### config.mk
export PLATFORM = sky130hd
export DESIGN_NAME = pipeline_ctrl
export DESIGN_NICKNAME = d
export VERILOG_FILES = /design/src/rtl/pipeline_ctrl.sv
export SDC_FILE = /design/constraint.sdc
export NUM_CORES = 1
export LEC_CHECK = 0
export ABC_AREA = 1
export CAP_MARGIN = 15
export CORE_MARGIN = 2
export CORE_UTILIZATION = 37
export DETAILED_ROUTE_END_ITERATION = 8
export GPL_TIMING_DRIVEN = 0
export PLACE_DENSITY = 0.75
export SYNTH_ARGS = -nofsm -noshare
export SYNTH_HDL_FRONTEND = slang
export SYNTH_SLANG_ARGS = --single-unit
export TNS_END_PERCENT = 50
### constraint.sdc
create_clock -name clk -period 1.19 [get_ports clk]
set_input_delay 0.2975 -clock clk [delete_from_list [all_inputs] [get_ports clk]]
set_output_delay 0.2975 -clock clk [all_outputs]
set_load 0.05 [all_outputs]
### src/rtl/pipeline_ctrl.sv
// Central pipeline controller: merges stage stall requests, sequences exception/ERET
// flushes with a redirect PC, and watches for pipelines held stalled too long.
module pipeline_ctrl #(
    parameter int unsigned FLUSH_CYCLES = 1,
    parameter logic [31:0] EXC_VECTOR   = 32'h00000020,
    parameter logic [31:0] ERET_CODE    = 32'h0000000e,
    parameter int unsigned CNT_W        = 8,
    parameter int unsigned TIMEOUT      = 200
) (
    input  logic        clk,
    input  logic        rst,
    input  logic        stallreq_if,
    input  logic        stallreq_id,
    input  logic        stallreq_ex,
    input  logic        stallreq_mem,
    input  logic        exc_valid,
    input  logic [31:0] excepttype,
    input  logic [31:0] cp0_epc,
    input  logic        timeout_clr,
    output logic [5:0]  stall,
    output logic        flush,
    output logic [31:0] new_pc,
    output logic        stall_timeout,
    output logic        busy
);

    typedef enum logic {IDLE, FLUSH} state_t;

    state_t             state_reg, state_next;
    logic               flush_reg, flush_next;
    logic [31:0]        new_pc_reg, new_pc_next;
    logic [3:0]         fcnt_reg, fcnt_next;
    logic [CNT_W-1:0]   wd_cnt_reg, wd_cnt_next;
    logic               timeout_reg, timeout_next;

    // Stage-indexed requests; the pc stage never requests on its own.
    logic [4:0]         req;
    logic [4:0]         stop_raw;
    logic               wd_count;

    assign req = {stallreq_mem, stallreq_ex, stallreq_id, stallreq_if, 1'b0};

    // A stage stops if it or any later stage (up to mem) is requesting; this
    // gives the highest-requester-wins encoding without an explicit priority chain.
    generate
        for (genvar gi = 0; gi < 5; gi++) begin : g_stop
            assign stop_raw[gi] = |req[4:gi];
        end
    endgenerate

    always_comb begin
        stall = 6'b000000;
        if (rst && state_reg == IDLE) begin
            stall = {1'b0, stop_raw};
        end
    end

    assign wd_count = (state_reg == IDLE) && stall[0];

    always_comb begin
        state_next   = state_reg;
        flush_next   = flush_reg;
        new_pc_next  = new_pc_reg;
        fcnt_next    = fcnt_reg;
        wd_cnt_next  = wd_cnt_reg;
        timeout_next = timeout_reg;

        case (state_reg)
            IDLE: begin
                if (exc_valid) begin
                    state_next  = FLUSH;
                    flush_next  = 1'b1;
                    fcnt_next   = 4'(FLUSH_CYCLES - 1);
                    new_pc_next = (excepttype == ERET_CODE) ? cp0_epc : EXC_VECTOR;
                end
            end
            FLUSH: begin
                if (fcnt_reg == 4'd0) begin
                    state_next = IDLE;
                    flush_next = 1'b0;
                end else begin
                    fcnt_next = fcnt_reg - 4'd1;
                end
            end
            default: begin
                state_next = IDLE;
                flush_next = 1'b0;
            end
        endcase

        // Saturating run-length of stalled IDLE cycles; the flag fires only on arrival.
        if (wd_count) begin
            if (wd_cnt_reg != CNT_W'(TIMEOUT)) begin
                wd_cnt_next = wd_cnt_reg + 1'b1;
            end
        end else begin
            wd_cnt_next = '0;
        end

        if (wd_count && wd_cnt_reg == CNT_W'(TIMEOUT - 1)) begin
            timeout_next = 1'b1;
        end else if (timeout_clr) begin
            timeout_next = 1'b0;
        end
    end

    always_ff @(posedge clk or negedge rst) begin
        if (!rst) begin
            state_reg   <= IDLE;
            flush_reg   <= 1'b0;
            new_pc_reg  <= 32'h0;
            fcnt_reg    <= 4'd0;
            wd_cnt_reg  <= '0;
            timeout_reg <= 1'b0;
        end else begin
            state_reg   <= state_next;
            flush_reg   <= flush_next;
            new_pc_reg  <= new_pc_next;
            fcnt_reg    <= fcnt_next;
            wd_cnt_reg  <= wd_cnt_next;
            timeout_reg <= timeout_next;
        end
    end

    assign flush         = flush_reg;
    assign new_pc        = new_pc_reg;
    assign stall_timeout = timeout_reg;
    assign busy          = (state_reg == FLUSH);

endmodule

# After elaboration in Yosys (flattened, before gate mapping)
# Index checks and enable logic that the tools add are counted.
[classes] eq_ne=7 n_reduce_logical=11 add_sub_neg=2 bitwise_logic=1 mux=15
[op_table] op="equality test 32 x 4 -> 1 bit (second input constant)" n=1
[op_table] op="two-way mux 32 bit" n=1
[op_table] op="two-way mux 8 bit" n=2
[op_table] op="adder 8 x 1 -> 8 bit (second input constant)" n=1
[op_table] op="equality test 8 bit (second input constant)" n=1
[op_table] op="two-way mux 4 bit" n=2
[op_table] op="!= test 8 bit (second input constant)" n=1
[op_table] op="one-hot mux 4 bit (2 select lines)" n=1
[op_table] op="two-way mux 1 bit" n=6
[op_table] op="AND reduction 2 bit" n=3
[op_table] op="two-way mux 5 bit" n=1
[op_table] op="zero test 4 bit" n=1
[op_table] op="!= test 2 x 1 -> 1 bit (second input constant)" n=2
[op_table] op="!= test 2 bit (second input constant)" n=2
[op_table] op="one-hot mux 1 bit (2 select lines)" n=2
[op_table] op="OR reduction 4 bit" n=1
[op_table] op="subtractor 4 x 1 -> 4 bit (second input constant)" n=1
[op_table] op="logical AND 1 bit" n=3
[op_table] op="OR reduction 3 bit" n=1
[op_table] op="nonzero test 2 bit" n=1
[op_table] op="OR reduction 2 bit" n=1
[op_table] op="NOT 1 bit" n=1
[word_totals] in_bits=72 ff_bits=47 output_inout_bits=41 wordCells=42

# Logic depth before layout (Yosys ltp)
# Gate-level depths: netlist of the first run.
[logic_depth] depth_word=6 depth_mapped=8 depth_no_buf=7

# Least setup slack after synthesis of the first run
# Ideal clock, no wire load.
[synth_timing] path_type="reg-to-output" startpoint="reg state_reg (netlist: busy)" endpoint="out stall[2]" t_required_ps=892 path_stages_with_launch=4 setup_slack_ps=-715 n_path_buf=0 t_arrival_ps=1607 path_cell_list="dfrtp_1 inv_2 nand2_1 a21oi_1"
[synth_via] elab_chain_len=3
[synth_rtl] element="start: declaration" line_no="29" text="state_t state_reg, state_next;"
[synth_rtl] element="start signal: assignment" line_no="116" text="state_reg <= state_next;"
[synth_rtl] element="NOT 1 bit (no line)"
[synth_rtl] element="logical AND 1 bit" line_no="53" text="if (rst && state_reg == IDLE) begin"
[synth_rtl] element="two-way mux 5 bit" line_no="53"
[synth_rtl] element="end: declaration" line_no="20" text="output logic [5:0] stall,"
# No other way between the ends.

# Worst setup path in the final report of the first run
[layout_timing] startpoint="in stallreq_id" endpoint="out stall[1]"
[layout_via] elab_chain_len=2
[layout_rtl] element="start: declaration" line_no="13" text="input logic stallreq_id,"
[layout_rtl] element="OR reduction 4 bit" line_no="47" text="assign stop_raw[gi] = |req[4:gi];"
[layout_rtl] element="two-way mux 5 bit" line_no="53"
# No other way between the ends.

==> impl_metrics.env, run 1 <==
export IMPL_antenna_found_initial=0
export IMPL_multi_input_area_um2=1050
export IMPL_core_area_um2=6280
export IMPL_synth_edf_count=0
export IMPL_totalWireLength_um=6270
export IMPL_violations="setup timing"
export IMPL_cts_max_level=2
export IMPL_hold_start="new_pc[7]$_DFFE_PN0P_"
export IMPL_p_switching_mw=0.848
export IMPL_fin_hold_ws_ps=508
export IMPL_synth_flop_cell="dfrtp_1"
export IMPL_slew_headroom_pct=39.1
export IMPL_synthArstFlopShare_pct=100
export IMPL_antenna_cells=0
export IMPL_syn_area_um2=2390
export IMPL_largest_reg_flops=32
export IMPL_dieHeight_um=84.3
export IMPL_fin_setup_tns_ps=-4770
export IMPL_start_util_pct=38.0
export IMPL_seq_power_share_pct=48.5
export IMPL_die_w_um=84.3
export IMPL_pin_count=113
export IMPL_cp_required_ps=890
export IMPL_synth_most_common_cell="nand2_1"
export IMPL_holdCritPathClass="register to register"
export IMPL_slowest_stage="clkdlybuf4s50_1"
export IMPL_swShare_pct=25.4
export IMPL_cts_tree="yes"
export IMPL_setup_slack_ps=-448
export IMPL_place_area_um2=3640
export IMPL_register_area_um2=1180
export IMPL_firstDrtPassIters=4
export IMPL_drv_cap=0
export IMPL_fin_area_um2=4080
export IMPL_maxClockFrequency_mhz=611
export IMPL_rr_endpoint="wd_cnt_reg[3]$_DFFE_PN0P_"
export IMPL_status="complete, but fails checks"
export IMPL_path_class="input pin to output pin"
export IMPL_crit_chain="clkdlybuf4s50_1, inv_1, a31oi_4, buf_6, buf_8"
export IMPL_crit_family="buffers and inverters"
export IMPL_hold_depth=2
export IMPL_powerDensity_nw_per_um2=820
export IMPL_p_leak_nw=2.19
export IMPL_n_fill_cell=555
export IMPL_hold_path_end="new_pc[7]$_DFFE_PN0P_"
export IMPL_nNetsFinal=536
export IMPL_syn_to_final_growth_pct=70.8
export IMPL_total_power_mw=3.34
export IMPL_dp_final_hpwl_um=4440
export IMPL_yosysUniqueCellTypes=22
export IMPL_slew_viol_final=0
export IMPL_hold_viol=0
export IMPL_synth_seq_cells=47
export IMPL_synthTopCellsByArea="dfrtp_1 (49%), nand2_1 (17%), nor2_1 (10%), inv_1 (7.2%), ha_1 (2.1%)"
export IMPL_yosysTopAreaCell="dfrtp_1"
export IMPL_die_area_um2=7110
export IMPL_r2r_slack_ps=-120
export IMPL_yosys_top_cells_count="nand2_1 (111), nor2_1 (64), dfrtp_1 (47)"
export IMPL_synthCells=321
export IMPL_place_congestion=0.752
export IMPL_remaining_drc_errors=0
export IMPL_rsz0062_at_grt="yes"
export IMPL_worst_pin_slew_ps=910
export IMPL_ys_warn_count=0
export IMPL_post_route_period_util_pct=138
export IMPL_skew_ps=6.02
export IMPL_synth_area_per_cell_um2=7.44
export IMPL_gr_usage_all_layers_pct=17.9
export IMPL_dpl_cell_count=510
export IMPL_ys_seq_area_share_pct=49.3
export IMPL_port_buffers=111
export IMPL_ant_nets=0
export IMPL_path_clk_slew_ps=80
export IMPL_worst_path_buf_inv=4
export IMPL_clkPwrFrac_pct=31.5
export IMPL_grt_max_degree=29
export IMPL_grt_pass1_vias=2327
export IMPL_clock_sinks=47
export IMPL_fin_crit_ps=1640
export IMPL_cell_internal_pwr_mw=2.49
export IMPL_crit_path_max_fanout=4
export IMPL_vias=2375
export IMPL_start_kind="input pin"
export IMPL_pwr_share_comb_pct=20.0
export IMPL_final_cells=538
export IMPL_cts_root_buffer="clkbuf_8"
export IMPL_syn_nets=397
export IMPL_arrival_ps=1340
export IMPL_grt_ovfl_total=0
export IMPL_first_iter_violations=42
export IMPL_ff2ff_path_depth=7
export IMPL_numCtsBuffers=5
export IMPL_cts_buffer_depth=2
export IMPL_cp_slowest_stage_delay_ps=460
export IMPL_routedWlPerCell_um=11.7
export IMPL_ir_worst_vdd_uv=439
export IMPL_clock_latency_ps=300
export IMPL_drive_gt1_share_pct=24.3
export IMPL_synth_top_area_share_pct=49.3
export IMPL_end_kind="output pin"
export IMPL_setup_violations=63
export IMPL_rr_startpoint="busy$_DFF_PN0_"
export IMPL_vias_per_cell=4.41
export IMPL_placementRows=29
export IMPL_grt_pass1_wl_um=10400
==> tightest hold or removal path, cell delays in order, from the launching register on <==
cell and delay, ps:
dfrtp_1 360, nand2_1 60, nand2_1 60
==> metrics by stage <==
| step | setup slack, ps | util (%) |
|---|---|---|
| floorplan | -468 | - |
| global placement | -2940 | 57.7 |
| detailed placement | -1220 | 58.0 |
| CTS | -432 | 61.2 |
| global route | -491 | 65.0 |
| finish | -448 | 65.0 |
==> metal layers <==
metal	GRT usage [%]	routed length (um)	up-vias
li1	-	-	1223
met1	22.1	2540	1063
met2	31.1	3200	83
met3	5.31	469	6
met4	3.96	61	0
met5	0	0	-
==> area by class of cell <==
type                            instances  area share, %
Sequential cell                        47           28.9
Clock buffer                            7           2.36
Tap cell                               77           2.36
Clock inverter                          1          0.184
Inverter                               47           4.39
Timing Repair Buffer                  132           32.8
Buffer                                 12           3.22
Multi-Input combinational cell        215           25.8
==> worst max path at each step <==
stage,start,endpoint,slack [ps],depth (start not counted)
final,stallreq_id,stall[1],-450,5
after global routing,busy$_DFF_PN0_,stall[1],-490,5
after CTS,busy$_DFF_PN0_,stall[1],-430,5
after detailed placement,rst,stall[1],-1220,5
after global placement,rst,stall[1],-2940,5
after floorplan,busy$_DFF_PN0_,stall[1],-470,4
==> kinds of logic (layout without fill, tap and decap cells) <==
logic type	after synthesis	in the layout	share of synthesized area (%)
simple gates	189	189	31.3
fa+ha+maj	4	4	2.10
buf+inv	59	199	11.0
compound gates	15	15	3.98
other cells	1	1	0.157
flops	47	47	49.3
xor+xnor	6	6	2.20
==> placed cells by master, fill, tap and decap left out, drive strengths merged <==
| cell | count |
|---|---|
| nand2 | 111 |
| buf | 69 |
| nor2 | 65 |
| dfrtp | 47 |
| inv | 47 |
| clkdlybuf4s50 | 37 |
| dlygate4sd2 | 33 |
| clkbuf | 10 |
| nand3 | 7 |
| a21oi | 6 |
| xor2 | 5 |
| o21ai | 5 |
| ha | 4 |
| nor3 | 4 |
| o22ai | 3 |
| dlygate4sd3 | 2 |
| a31oi | 1 |
| nand4 | 1 |
| xnor2 | 1 |
| nand3b | 1 |
| conb | 1 |
| clkinvlp | 1 |
==> timing repair <==
item | 4_1_cts | 5_1_grt
hold buffers | 2 | 0
buffers inserted | 8 | 8
gates cloned | 1 | 2
pin swaps | 32 | 1
gates resized for setup | 318 | 40
setup endpoints to repair | 84 | 100
hold endpoints to repair | 19 | 0
==> power groups by stage <==
stage	Clock (mW)	Combinational [mW]	Sequential, mW
after global routing	1.16	0.725	1.62
after global placement	0	0.569	1.65
after CTS	1.09	0.613	1.62
final	1.05	0.669	1.62
after floorplan	0	0.214	1.67
after detailed placement	0	0.583	1.65
Power figures use the tool's default switching activity.
==> run 2, diff against run 1 <==
Settings changed: PLACE_DENSITY 0.75 to unset, PLACE_DENSITY_LB_ADDON set to 0.3.
==> run 2 against run 1 <==
  * The run ends with hold timing, setup timing left
  * Setup slack lost 20 ps
  * Hold slack worse by 630 ps
  * Sequential share of layout area shrank 2.1 points
  * Sequential cell count is the same
  * Count of clock-buffer cells in the layout decreased by 1
  * Clock skew rose by 7.8 ps
  * Cell area rose by 7.7%
  * Combinational power rose by 14%
  * First-iteration DRC count grew to 3.1 times the previous value
  * Maximum frequency is 1.2% lower
  * Final cell count grew 0.19%
  * Highest routed layer unchanged
==> impl_metrics.env, run 2 (synthesized netlist as in run 1, its figures left out) <==
export IMPL_cts_buffer_depth=2
export IMPL_setup_violations=53
export IMPL_fin_setup_tns_ps=-6950
export IMPL_placementRows=29
export IMPL_grt_ovfl_total=0
export IMPL_vias_per_cell=4.57
export IMPL_slew_viol_final=0
export IMPL_cts_root_buffer="clkbuf_8"
export IMPL_routedWlPerCell_um=12.6
export IMPL_fin_util_pct=70.0
export IMPL_core_area_um2=6280
export IMPL_gr_usage_all_layers_pct=18.2
export IMPL_ir_worst_vdd_uv=550
export IMPL_pin_count=113
export IMPL_fin_crit_ps=1660
export IMPL_syn_to_final_growth_pct=84.0
export IMPL_grt_max_degree=27
export IMPL_path_clk_slew_ps=90
export IMPL_totalWireLength_um=6780
export IMPL_path_class="register to output pin"
export IMPL_powerDensity_nw_per_um2=825
export IMPL_dieHeight_um=84.3
export IMPL_clock_latency_ps=300
export IMPL_start_util_pct=38.0
export IMPL_arrival_ps=1360
export IMPL_largest_reg_flops=32
export IMPL_maxClockFrequency_mhz=603
export IMPL_antenna_found_initial=0
export IMPL_numCtsBuffers=5
export IMPL_firstDrtPassIters=4
export IMPL_die_w_um=84.3
export IMPL_place_congestion=0.771
export IMPL_violations="hold timing, setup timing"
export IMPL_first_iter_violations=131
export IMPL_ant_nets=0
export IMPL_antenna_cells=0
export IMPL_die_area_um2=7110
export IMPL_status="complete, but fails checks"
export IMPL_nNetsFinal=537
export IMPL_setup_slack_ps=-467
export IMPL_crit_path_max_fanout=4
export IMPL_hold_viol=21
export IMPL_final_cells=539
export IMPL_drv_cap=0
export IMPL_grt_pass1_vias=2337
export IMPL_end_kind="output pin"
export IMPL_port_buffers=111
export IMPL_dp_final_hpwl_um=4510
export IMPL_drive_gt1_share_pct=28.1
export IMPL_remaining_drc_errors=0
export IMPL_place_area_um2=3640
export IMPL_dpl_cell_count=510
export IMPL_p_leak_nw=2.51
export IMPL_holdCritPathClass="input pin to asynchronous set/reset pin"
export IMPL_start_kind="register"
export IMPL_fin_hold_ws_ps=-120
export IMPL_ff2ff_path_depth=9
export IMPL_rsz0062_at_grt="yes"
export IMPL_post_route_period_util_pct=139
export IMPL_clock_sinks=47
export IMPL_grt_pass1_wl_um=10500
export IMPL_skew_ps=13.8
export IMPL_cts_max_level=2
export IMPL_cp_required_ps=890
export IMPL_final_common_cell="nand2_1"
export IMPL_vias=2461
export IMPL_cts_tree="yes"
export IMPL_layout_common_cells="nand2_1 (101), nor2_1 (46), dfrtp_1 (46)"
export IMPL_fin_area_um2=4390
==> run 2: cell types whose count changed in the layout (fill, tap and decap cells not counted), sizes merged, moves of 2 or more <==
cell          delta
dlygate4sd3      -2
dlymetal6s2s    +32
buf              +3
dlygate4sd2     -32
==> run 2: final timing paths <==
kind / slack, ps / end / start
worst min register to register: 500 / new_pc[27]$_DFFE_PN0P_ / new_pc[27]$_DFFE_PN0P_
max in group asynchronous: 860 / busy$_DFF_PN0_ / rst
min in group clk: 490 / new_pc[27]$_DFFE_PN0P_ / excepttype[27]
worst min-delay path: -120 / stall_timeout$_DFFE_PN0P_ / rst
worst max-delay path: -470 / stall[1] / busy$_DFF_PN0_
worst max register to register: -150 / new_pc[23]$_DFFE_PN0P_ / busy$_DFF_PN0_
==> run 2: report_power, final <==
part / internal (mW) / switching (mW) / total, mW
clock: 0.691 / 0.552 / 1.24
combinational: 0.413 / 0.346 / 0.760
sequential: 1.61 / 0.0125 / 1.62
==> run 2: area by class of cell <==
class                   count  area (um^2)
repair buffers            133         1490
fillers                   479         1880
inverters                  47          179
plain buffers              12          149
well taps                  77         96.3
flip-flops and latches     47         1180
clock inverters             2         38.8
clock buffers               6         82.6
multi-input cells         215         1180
==> run 2: through the flow <==
step                      total power, mW  setup slack (ps)
after floorplan                      1.89              -468
after global placement               2.22             -2930
after detailed placement             2.23             -1250
after CTS                            3.55              -448
after global routing                 3.81              -534
final                                3.62              -467
==> run 2: layer usage <==
layer | up-vias | track usage (%) | part of all wire, %
li1 | 1227 | - | -
met1 | 1140 | 22.0 | 40
met5 | - | 0 | 0
met4 | 0 | 4.11 | 0.71
met3 | 4 | 6.00 | 7.0
met2 | 90 | 31.6 | 52
==> run 2: what timing repair did <==
action | 4_1_cts | 5_1_grt
pin swaps | 8 | 36
buffers inserted | 14 | 6
resized for setup | 291 | 104
cloned | 0 | 4
endpoints found under the setup margin | 86 | 85
hold endpoints to repair | 21 | 21
==> run 2: critical path: stages, from the launching register on <==
cell and delay (ps):
dfrtp_2 440, inv_4 70, nand2_4 60, a31oi_4 220, buf_6 130, buf_8 130
